--- src/rtl/alt_mem_ddrx_arb_pkg.sv ---
// Shared types for the MM port arbiter: FSM encoding, read-tag entry and a clog2 helper.
// Tag fields are sized for the largest supported configuration (8 ports, 8-bit burstcount).
package alt_mem_ddrx_arb_pkg;

  localparam int TAG_PORT_W = 3;
  localparam int TAG_SIZE_W = 8;

  typedef enum logic [0:0] {
    ARB    = 1'b0,
    WBURST = 1'b1
  } arb_state_e;

  typedef struct packed {
    logic [TAG_PORT_W-1:0] port;
    logic [TAG_SIZE_W-1:0] size;
  } tag_t;

  function automatic int clog2(input int value);
    int res;
    res = 0;
    for (int v = value - 1; v > 0; v = v >> 1) res++;
    return (res < 1) ? 1 : res;
  endfunction

endpackage

--- src/rtl/alt_mem_ddrx_mm_port_arbiter_if.sv ---
// Bundle of requester-side and controller-side Avalon-MM signals around the port arbiter.
// slave = arbiter view, master = view of the surrounding system (requesters + controller).
interface alt_mem_ddrx_mm_port_arbiter_if #(
  parameter int NUM_PORTS      = 2,
  parameter int AVL_SIZE_WIDTH = 3,
  parameter int AVL_ADDR_WIDTH = 25,
  parameter int AVL_DATA_WIDTH = 32
);
  localparam int AVL_BE_WIDTH = AVL_DATA_WIDTH / 8;

  logic [NUM_PORTS-1:0]                p_read;
  logic [NUM_PORTS-1:0]                p_write;
  logic [NUM_PORTS*AVL_SIZE_WIDTH-1:0] p_size;
  logic [NUM_PORTS*AVL_ADDR_WIDTH-1:0] p_addr;
  logic [NUM_PORTS*AVL_DATA_WIDTH-1:0] p_wdata;
  logic [NUM_PORTS*AVL_BE_WIDTH-1:0]   p_be;
  logic [NUM_PORTS-1:0]                p_ready;
  logic [NUM_PORTS-1:0]                p_rdata_valid;
  logic [AVL_DATA_WIDTH-1:0]           p_rdata;

  logic                                m_ready;
  logic                                m_read_req;
  logic                                m_write_req;
  logic [AVL_SIZE_WIDTH-1:0]           m_size;
  logic [AVL_ADDR_WIDTH-1:0]           m_addr;
  logic [AVL_DATA_WIDTH-1:0]           m_wdata;
  logic [AVL_BE_WIDTH-1:0]             m_be;
  logic                                m_burstbegin;
  logic                                m_rdata_valid;
  logic [AVL_DATA_WIDTH-1:0]           m_rdata;

  modport slave (
    input  p_read, p_write, p_size, p_addr, p_wdata, p_be,
    output p_ready, p_rdata_valid, p_rdata,
    input  m_ready, m_rdata_valid, m_rdata,
    output m_read_req, m_write_req, m_size, m_addr, m_wdata, m_be, m_burstbegin
  );

  modport master (
    output p_read, p_write, p_size, p_addr, p_wdata, p_be,
    input  p_ready, p_rdata_valid, p_rdata,
    output m_ready, m_rdata_valid, m_rdata,
    input  m_read_req, m_write_req, m_size, m_addr, m_wdata, m_be, m_burstbegin
  );

endinterface

--- src/rtl/alt_mem_ddrx_arb_tag_fifo.sv ---
// In-order FIFO of outstanding read tags {port, size}; DEPTH must be a power of 2.
// push is ignored when full, pop is ignored when empty.
module alt_mem_ddrx_arb_tag_fifo
  import alt_mem_ddrx_arb_pkg::*;
#(
  parameter int DEPTH = 8
) (
  input  logic ctl_clk,
  input  logic ctl_reset_n,
  input  logic push,
  input  tag_t push_data,
  input  logic pop,
  output tag_t head,
  output logic full,
  output logic empty
);
  localparam int AW = clog2(DEPTH);

  tag_t          mem [DEPTH];
  logic [AW-1:0] wr_ptr;
  logic [AW-1:0] rd_ptr;
  logic [AW:0]   count;
  logic          do_push;
  logic          do_pop;

  assign full    = (count == (AW+1)'(DEPTH));
  assign empty   = (count == '0);
  assign do_push = push & ~full;
  assign do_pop  = pop & ~empty;
  assign head    = mem[rd_ptr];

  always_ff @(posedge ctl_clk) begin
    if (do_push) mem[wr_ptr] <= push_data;
  end

  always_ff @(posedge ctl_clk or negedge ctl_reset_n) begin
    if (!ctl_reset_n) begin
      wr_ptr <= '0;
      rd_ptr <= '0;
      count  <= '0;
    end else begin
      if (do_push) wr_ptr <= wr_ptr + 1'b1;
      if (do_pop)  rd_ptr <= rd_ptr + 1'b1;
      if (do_push && !do_pop)      count <= count + 1'b1;
      else if (!do_push && do_pop) count <= count - 1'b1;
    end
  end

endmodule

--- src/rtl/alt_mem_ddrx_mm_port_arbiter.sv ---
// Shares the controller's single Avalon-MM slave among NUM_PORTS requesters; read data
// is routed back in order via a tag FIFO. ALT_MEM_DDRX_ARB_FIXED_PRIO_EN selects strict priority.
module alt_mem_ddrx_mm_port_arbiter
  import alt_mem_ddrx_arb_pkg::*;
#(
  parameter int NUM_PORTS      = 2,
  parameter int PORT_ID_WIDTH  = 1,
  parameter int AVL_SIZE_WIDTH = 3,
  parameter int AVL_ADDR_WIDTH = 25,
  parameter int AVL_DATA_WIDTH = 32,
  parameter int TAG_FIFO_DEPTH = 8
) (
  input  logic                           ctl_clk,
  input  logic                           ctl_reset_n,
  alt_mem_ddrx_mm_port_arbiter_if.slave  bus,
  output logic                           err_orphan_rdata
);
  localparam int BE_W = AVL_DATA_WIDTH / 8;

  arb_state_e                state, state_nxt;
  logic [PORT_ID_WIDTH-1:0]  grant, locked_port, sel;
  logic                      grant_vld;
  logic [NUM_PORTS-1:0]      rd_ok, req;
  logic [AVL_SIZE_WIDTH-1:0] beat_cnt;
  logic                      accept, start_burst;
  logic                      fifo_full, fifo_empty, fifo_pop;
  tag_t                      fifo_head;
  logic [TAG_SIZE_W-1:0]     rd_beat_cnt, head_size_eff;
  logic                      rd_beat, rd_last;

  // A blocked read stays off the request vector so it cannot win a grant it could not use.
  assign rd_ok = bus.p_read & {NUM_PORTS{~fifo_full}};
  assign req   = rd_ok | bus.p_write;

`ifdef ALT_MEM_DDRX_ARB_FIXED_PRIO_EN
  always_comb begin
    grant     = '0;
    grant_vld = 1'b0;
    for (int i = NUM_PORTS - 1; i >= 0; i--) begin
      if (req[i]) begin
        grant     = PORT_ID_WIDTH'(i);
        grant_vld = 1'b1;
      end
    end
  end
`else
  logic [PORT_ID_WIDTH-1:0] last_grant;
  logic                     cmd_done;

  // Scanning from the farthest offset down leaves the nearest requester after last_grant.
  always_comb begin
    grant     = '0;
    grant_vld = 1'b0;
    for (int k = NUM_PORTS; k >= 1; k--) begin
      if (req[(int'(last_grant) + k) % NUM_PORTS]) begin
        grant     = PORT_ID_WIDTH'((int'(last_grant) + k) % NUM_PORTS);
        grant_vld = 1'b1;
      end
    end
  end

  assign cmd_done = accept & ((state == ARB) ? ~start_burst : (beat_cnt == AVL_SIZE_WIDTH'(1)));

  always_ff @(posedge ctl_clk or negedge ctl_reset_n) begin
    if (!ctl_reset_n)  last_grant <= PORT_ID_WIDTH'(NUM_PORTS - 1);
    else if (cmd_done) last_grant <= sel;
  end
`endif

  always_comb begin
    state_nxt        = state;
    sel              = grant;
    bus.p_ready      = '0;
    bus.m_read_req   = 1'b0;
    bus.m_write_req  = 1'b0;
    bus.m_burstbegin = 1'b0;
    bus.m_size       = '0;
    bus.m_addr       = '0;
    bus.m_wdata      = '0;
    bus.m_be         = '0;
    case (state)
      ARB: begin
        if (grant_vld) begin
          bus.m_write_req  = bus.p_write[grant];
          bus.m_read_req   = rd_ok[grant] & ~bus.p_write[grant];
          bus.m_burstbegin = 1'b1;
          bus.p_ready[grant] = bus.m_ready;
        end
      end
      WBURST: begin
        sel             = locked_port;
        bus.m_write_req = bus.p_write[locked_port];
        bus.p_ready[locked_port] = bus.m_ready;
      end
      default: state_nxt = ARB;
    endcase
    if (bus.m_read_req | bus.m_write_req) begin
      bus.m_size  = bus.p_size[int'(sel)*AVL_SIZE_WIDTH +: AVL_SIZE_WIDTH];
      bus.m_addr  = bus.p_addr[int'(sel)*AVL_ADDR_WIDTH +: AVL_ADDR_WIDTH];
      bus.m_wdata = bus.p_wdata[int'(sel)*AVL_DATA_WIDTH +: AVL_DATA_WIDTH];
      bus.m_be    = bus.p_be[int'(sel)*BE_W +: BE_W];
    end
    if (accept) begin
      if (state == ARB && start_burst)                       state_nxt = WBURST;
      else if (state == WBURST && beat_cnt == AVL_SIZE_WIDTH'(1)) state_nxt = ARB;
    end
  end

  assign accept      = bus.m_ready & (bus.m_read_req | bus.m_write_req);
  assign start_burst = bus.m_write_req & (bus.m_size > AVL_SIZE_WIDTH'(1));

  always_ff @(posedge ctl_clk or negedge ctl_reset_n) begin
    if (!ctl_reset_n) begin
      state       <= ARB;
      locked_port <= '0;
      beat_cnt    <= '0;
    end else begin
      state <= state_nxt;
      if (accept && state == ARB && start_burst) begin
        locked_port <= grant;
        beat_cnt    <= bus.m_size - 1'b1;
      end else if (accept && state == WBURST) begin
        beat_cnt <= beat_cnt - 1'b1;
      end
    end
  end

  alt_mem_ddrx_arb_tag_fifo #(.DEPTH(TAG_FIFO_DEPTH)) u_tag_fifo (
    .ctl_clk     (ctl_clk),
    .ctl_reset_n (ctl_reset_n),
    .push        (accept & bus.m_read_req),
    .push_data   ('{port: TAG_PORT_W'(grant), size: TAG_SIZE_W'(bus.m_size)}),
    .pop         (fifo_pop),
    .head        (fifo_head),
    .full        (fifo_full),
    .empty       (fifo_empty)
  );

  assign head_size_eff = (fifo_head.size == '0) ? TAG_SIZE_W'(1) : fifo_head.size;
  assign rd_beat       = bus.m_rdata_valid & ~fifo_empty;
  assign rd_last       = (rd_beat_cnt == head_size_eff - 1'b1);
  assign fifo_pop      = rd_beat & rd_last;
  assign bus.p_rdata   = bus.m_rdata;

  always_comb begin
    bus.p_rdata_valid = '0;
    for (int i = 0; i < NUM_PORTS; i++)
      bus.p_rdata_valid[i] = rd_beat & (fifo_head.port == TAG_PORT_W'(i));
  end

  always_ff @(posedge ctl_clk or negedge ctl_reset_n) begin
    if (!ctl_reset_n) begin
      rd_beat_cnt      <= '0;
      err_orphan_rdata <= 1'b0;
    end else begin
      if (rd_beat) rd_beat_cnt <= rd_last ? '0 : rd_beat_cnt + 1'b1;
      if (bus.m_rdata_valid && fifo_empty) err_orphan_rdata <= 1'b1;
    end
  end

endmodule
--- src/flat_wrapper.sv ---
// flat-port wrapper written by rule: the top's interface ports become plain ports
module alt_mem_ddrx_mm_port_arbiter_flat import alt_mem_ddrx_arb_pkg::*;
#(
  parameter int NUM_PORTS      = 2,
  parameter int PORT_ID_WIDTH  = 1,
  parameter int AVL_SIZE_WIDTH = 3,
  parameter int AVL_ADDR_WIDTH = 25,
  parameter int AVL_DATA_WIDTH = 32,
  parameter int TAG_FIFO_DEPTH = 8
)
  (ctl_clk, ctl_reset_n, err_orphan_rdata, bus_p_read, bus_p_write, bus_p_size, bus_p_addr, bus_p_wdata, bus_p_be, bus_p_ready, bus_p_rdata_valid, bus_p_rdata, bus_m_ready, bus_m_rdata_valid, bus_m_rdata, bus_m_read_req, bus_m_write_req, bus_m_size, bus_m_addr, bus_m_wdata, bus_m_be, bus_m_burstbegin);
  alt_mem_ddrx_mm_port_arbiter_if #(.NUM_PORTS(NUM_PORTS), .AVL_SIZE_WIDTH(AVL_SIZE_WIDTH), .AVL_ADDR_WIDTH(AVL_ADDR_WIDTH), .AVL_DATA_WIDTH(AVL_DATA_WIDTH)) bus_i ();
  input  logic ctl_clk;
  input  logic ctl_reset_n;
  output logic err_orphan_rdata;
  input wire logic [$bits(bus_i.p_read)-1:0] bus_p_read;
  input wire logic [$bits(bus_i.p_write)-1:0] bus_p_write;
  input wire logic [$bits(bus_i.p_size)-1:0] bus_p_size;
  input wire logic [$bits(bus_i.p_addr)-1:0] bus_p_addr;
  input wire logic [$bits(bus_i.p_wdata)-1:0] bus_p_wdata;
  input wire logic [$bits(bus_i.p_be)-1:0] bus_p_be;
  output wire logic [$bits(bus_i.p_ready)-1:0] bus_p_ready;
  output wire logic [$bits(bus_i.p_rdata_valid)-1:0] bus_p_rdata_valid;
  output wire logic [$bits(bus_i.p_rdata)-1:0] bus_p_rdata;
  input wire logic [$bits(bus_i.m_ready)-1:0] bus_m_ready;
  input wire logic [$bits(bus_i.m_rdata_valid)-1:0] bus_m_rdata_valid;
  input wire logic [$bits(bus_i.m_rdata)-1:0] bus_m_rdata;
  output wire logic [$bits(bus_i.m_read_req)-1:0] bus_m_read_req;
  output wire logic [$bits(bus_i.m_write_req)-1:0] bus_m_write_req;
  output wire logic [$bits(bus_i.m_size)-1:0] bus_m_size;
  output wire logic [$bits(bus_i.m_addr)-1:0] bus_m_addr;
  output wire logic [$bits(bus_i.m_wdata)-1:0] bus_m_wdata;
  output wire logic [$bits(bus_i.m_be)-1:0] bus_m_be;
  output wire logic [$bits(bus_i.m_burstbegin)-1:0] bus_m_burstbegin;
  assign bus_i.p_read = bus_p_read;
  assign bus_i.p_write = bus_p_write;
  assign bus_i.p_size = bus_p_size;
  assign bus_i.p_addr = bus_p_addr;
  assign bus_i.p_wdata = bus_p_wdata;
  assign bus_i.p_be = bus_p_be;
  assign bus_p_ready = bus_i.p_ready;
  assign bus_p_rdata_valid = bus_i.p_rdata_valid;
  assign bus_p_rdata = bus_i.p_rdata;
  assign bus_i.m_ready = bus_m_ready;
  assign bus_i.m_rdata_valid = bus_m_rdata_valid;
  assign bus_i.m_rdata = bus_m_rdata;
  assign bus_m_read_req = bus_i.m_read_req;
  assign bus_m_write_req = bus_i.m_write_req;
  assign bus_m_size = bus_i.m_size;
  assign bus_m_addr = bus_i.m_addr;
  assign bus_m_wdata = bus_i.m_wdata;
  assign bus_m_be = bus_i.m_be;
  assign bus_m_burstbegin = bus_i.m_burstbegin;
  alt_mem_ddrx_mm_port_arbiter #(.NUM_PORTS(NUM_PORTS), .PORT_ID_WIDTH(PORT_ID_WIDTH), .AVL_SIZE_WIDTH(AVL_SIZE_WIDTH), .AVL_ADDR_WIDTH(AVL_ADDR_WIDTH), .AVL_DATA_WIDTH(AVL_DATA_WIDTH), .TAG_FIFO_DEPTH(TAG_FIFO_DEPTH)) u_core (.ctl_clk(ctl_clk), .ctl_reset_n(ctl_reset_n), .bus(bus_i), .err_orphan_rdata(err_orphan_rdata));
endmodule
--- config.mk ---
export PLATFORM = sky130hd
export DESIGN_NAME = alt_mem_ddrx_mm_port_arbiter_flat
export DESIGN_NICKNAME = d
export VERILOG_FILES = /design/src/rtl/alt_mem_ddrx_arb_pkg.sv /design/src/rtl/alt_mem_ddrx_mm_port_arbiter_if.sv /design/src/rtl/alt_mem_ddrx_arb_tag_fifo.sv /design/src/rtl/alt_mem_ddrx_mm_port_arbiter.sv /design/src/flat_wrapper.sv
export SDC_FILE = /design/constraint.sdc
export NUM_CORES = 1
export LEC_CHECK = 0
export ABC_AREA = 1
export CAP_MARGIN = 20
export CORE_MARGIN = 8
export CORE_UTILIZATION = 38
export DETAILED_ROUTE_END_ITERATION = 16
export PLACE_DENSITY = 0.92
export SLEW_MARGIN = 20
export SYNTH_ARGS = -nofsm -noshare
export SYNTH_HDL_FRONTEND = slang
export SYNTH_SLANG_ARGS = --single-unit
--- constraint.sdc ---
create_clock -name ctl_clk -period 4.4 [get_ports ctl_clk]
set_input_delay 1.1 -clock ctl_clk [delete_from_list [all_inputs] [get_ports ctl_clk]]
set_output_delay 1.1 -clock ctl_clk [all_outputs]
set_load 0.05 [all_outputs]
==> results by group <==
Worst setup path
  • Critical Path Most Common Cell: nand2_2
  • Data required time at the worst endpoint: 3300 ps
  • Largest stage delay, worst path: 480 ps
  • Delay-heaviest family, CP: buffers and inverters
  • R2R depth: 24
  • CP Class: input pin to output pin
  • Critical path, cell by cell: clkdlybuf4s50_1, inv_1, nand2_2, nand2_4, nand2_2, nand2_2, nand2_2, buf_4, mux2_2, nand2_1, inv_1, buf_12
  • FF-to-FF End: u_core.u_tag_fifo.count[3]
  • Worst setup EP type: output pin
  • CP Capture Point: bus_m_addr[9]
  • CP arrival: 3160 ps
  • CP Depth: 12
  • R2R Path Start: u_core.u_tag_fifo.rd_ptr[1]
  • Critical Path Slowest Stage Cell: clkdlybuf4s50_1
  • CP startpoint kind: input pin
  • CP Launch Point: bus_p_write[0]
  • Top fanout value on the critical path: 27
  • CP bufs+invs: 5
  • Register-to-register setup slack: 410 ps

STA
  • Max-Slew Margin vs Limit: 0.604
  • Fmax: 235 MHz
  • Final setup fails: 0
  • Minimum clock period: 4260 ps
  • RSZ-0062 raised after global routing: false
  • Total negative setup slack: 0 ps
  • Final Max Tran Viols: 0
  • Clock skew: 7.07 ps
  • Slew of the pin with the lowest slew margin: 590 ps
  • Final Hold Fails: 0
  • Final Cycle Share: 0.968

Yosys
  • Count of cell types in the netlist: 41
  • Ys Warns: 0
  • Asr flop ratio synth: 0.439
  • Post-Syn Area: 4470 sq um
  • Post-synthesis area per instance: 8.23 sq um
  • Register area share after synthesis: 0.355
  • EDFF count, synth: 32
  • Syn_nets: 723
  • Main flop type after synthesis: edfxtp_1
  • Cells after Synth: 543
  • Synthesized flop and latch total: 57

Clock network
  • Clock buffer depth: 2
  • CTS tree: built
  • H-tree depth: 3
  • Worst-Skew Late Latency: 330 ps
  • CTS Sinks: 57
  • Clk pin slew, worst setup/hold paths: 50 ps
  • Root Driver: clkbuf_16
  • Num CTS Buffers: 9
  • Post-CTS setup buffer count: 0

Global routing
  • Total grt overflow: 0
  • Initial antenna violation count: 7
  • Top Usage Layer GRT: met2
  • Met2 usage: 0.410
  • Overall Global Routing Usage: 0.211
  • Pin count of the biggest net entering global routing: 44
  • Met3 global-route usage: 0.0915
  • GRT met1 Usage: 0.174
  • Vias in the first global route: 4,677
  • First-pass GRT wire length: 25,300 um

Outcome
  • Status: completed

Drt
  • DRC: 0
  • Vias/cell: 4.92
  • Drt wl/cell: 19.4 um
  • Total Wirelength: 17,000 um
  • Antenna-violating nets left: 0
  • Drt initial violations: 191
  • 1st-pass router iterations: 4
  • Vias: 4,291

Min path
  • Hold Path Class: flop to flop

Job
  • Max_cap viols: 0

Layout
  • Area Overhead vs Synth: 66.0%
  • Post-route cell area: 7420 sq um
  • Layout cell share with drive strength beyond 1: 0.259
  • # nets final: 898
  • Final Non-Filler Cells: 873

Placement
  • IO Port Bufs: 207
  • GP Congestion: 0.814
  • DP Area: 7110 sq um
  • Post-detail-place hpwl: 14,100 um
  • Number of instances in the placed design: 850

Pwr
  • Worst vdd ir: 0.000743 V
  • Leakage Power: 3.50 nW
  • P per Cell Area: 930 nW/um^2

Floorplan
  • Overall die width: 124 um
  • Placement Rows: 39
  • Placeable Area: 11,500 sq um
  • Die height: 124 um
  • Initial Utilization: 0.390
  • Io pins: 272
  • Die area: 15,500 sq um
kinds of logic (layout without fill, tap and decap cells):
logic type / after synthesis / count (layout) / share of synthesized area
xor gates and xnor gates: 13 / 13 / 0.0255
AOI/OAI and AO/OA: 42 / 42 / 0.0524
muxes: 62 / 62 / 0.156
other: 0 / 7 / 0
DFF: 57 / 57 / 0.355
and+or+nand+nor: 210 / 210 / 0.219
buffers and inverters: 147 / 327 / 0.157
adders and majority gates: 12 / 12 / 0.0353
worst min path at each step:
stage,from,end,slack (ps),cells after the start
3_5_place_dp,u_core.rd_beat_cnt[7],u_core.rd_beat_cnt[7],470,1
6_report,u_core.rd_beat_cnt[7],u_core.rd_beat_cnt[7],470,1
5_1_grt,u_core.rd_beat_cnt[7],u_core.rd_beat_cnt[7],500,1
3_3_place_gp,u_core.rd_beat_cnt[7],u_core.rd_beat_cnt[7],460,1
4_1_cts,u_core.rd_beat_cnt[7],u_core.rd_beat_cnt[7],480,1
2_1_floorplan,u_core.rd_beat_cnt[7],u_core.rd_beat_cnt[7],440,1
synthesized netlist by cell type, types with 2 or more instances:
library cell / instances / share of area
o21ai_0: 18 / 0.020
nor2_4: 2 / 0.0050
mux2_2: 62 / 0.16
buf_4: 33 / 0.055
buf_2: 8 / 0.0090
inv_2: 5 / 0.0042
nand2_1: 121 / 0.10
o22ai_1: 3 / 0.0042
edfxtp_1: 32 / 0.22
xnor2_1: 4 / 0.0078
a21oi_1: 8 / 0.0090
o221ai_1: 3 / 0.0059
nor2_1: 32 / 0.027
nand2_2: 14 / 0.020
clkbuf_1: 6 / 0.0050
nand3_4: 2 / 0.0078
nand4_1: 6 / 0.0084
dfrtp_1: 24 / 0.13
nor3_1: 4 / 0.0045
nand3_2: 2 / 0.0045
nand2_4: 2 / 0.0050
ha_1: 11 / 0.031
nand3_1: 17 / 0.019
inv_1: 92 / 0.077
o21ai_1: 5 / 0.0056
buf_6: 2 / 0.0050
xor2_1: 9 / 0.018
a31oi_1: 3 / 0.0042
layer usage:
metal / routed length [um] / up-vias
met5: 0 / -
met4: 717 / 0
met3: 1420 / 38
met2: 9450 / 169
met1: 5360 / 2025
li1: - / 2059
through the flow:
| stage | hold WS (ps) | setup slack [ps] | util | total power (W) |
|---|---|---|---|---|
| after floorplan | 443 | 619 | - | 0.00393 |
| after global placement | 460 | 181 | 0.620 | 0.00612 |
| after detailed placement | 470 | 140 | 0.620 | 0.00622 |
| after CTS | 476 | 138 | 0.646 | 0.00694 |
| after global routing | 501 | 21.4 | 0.647 | 0.00724 |
| final | 473 | 143 | 0.647 | 0.00690 |
power by group:
group          internal [W]  leakage (nW)  total, W  switching [W]
clock network      0.000466         0.150  0.000696       0.000230
logic               0.00229          2.77   0.00533        0.00304
registers          0.000744         0.580  0.000875       0.000131
state kept, by name (all words and copies together), names as in the netlist:
register / cells
u_core.u_tag_fifo.mem: 32
u_core.rd_beat_cnt: 8
u_core.u_tag_fifo.count: 4
u_core.beat_cnt: 3
u_core.u_tag_fifo.rd_ptr: 3
u_core.u_tag_fifo.wr_ptr: 3
u_core.err_orphan_rdata: 1
u_core.last_grant: 1
u_core.locked_port: 1
u_core.state: 1
layout make-up:
type / instances / area [sq um]
Timing Repair Buffer: 213 / 2790
Inverter: 98 / 368
Antenna cell: 7 / 17.5
Clock buffer: 13 / 260
Multi-Input combinational cell: 339 / 2180
Sequential cell: 57 / 1590
Tap cell: 143 / 179
Fill cell: 836 / 4050
Clock inverter: 3 / 40.0
layout by cell type (no fill, tap or decap), drive strengths merged:
| master | Yosys | routed |
|---|---|---|
| nand4 | 7 | 7 |
| o221ai | 3 | 3 |
| nand3b | 1 | 1 |
| buf | 43 | 77 |
| o21bai | 1 | 1 |
| nor3 | 5 | 5 |
| clkbuf | 6 | 13 |
| nor4 | 1 | 1 |
| diode | 0 | 7 |
| xor2 | 9 | 9 |
| ha | 11 | 11 |
| or2 | 3 | 3 |
| a31oi | 3 | 3 |
| xnor2 | 4 | 4 |
| nand2 | 137 | 137 |
| dfrtp | 24 | 24 |
| nor2 | 35 | 35 |
| a21oi | 8 | 8 |
| o21ai | 23 | 23 |
| clkdlybuf4s50 | 0 | 136 |
| mux2 | 62 | 62 |
| bufinv | 0 | 1 |
| o22ai | 3 | 3 |
| inv | 97 | 97 |
| a21o | 1 | 1 |
| clkinv | 1 | 3 |
| fa | 1 | 1 |
| dfstp | 1 | 1 |
| nand3 | 21 | 21 |
| edfxtp | 32 | 32 |
repair_timing:
| item | in CTS | in global routing |
|---|---|---|
| resized for setup | 0 | 1 |
| setup endpoints to repair | 0 | 1 |
| hold buffers | 0 | 0 |
Power figures use the tool's default switching activity.
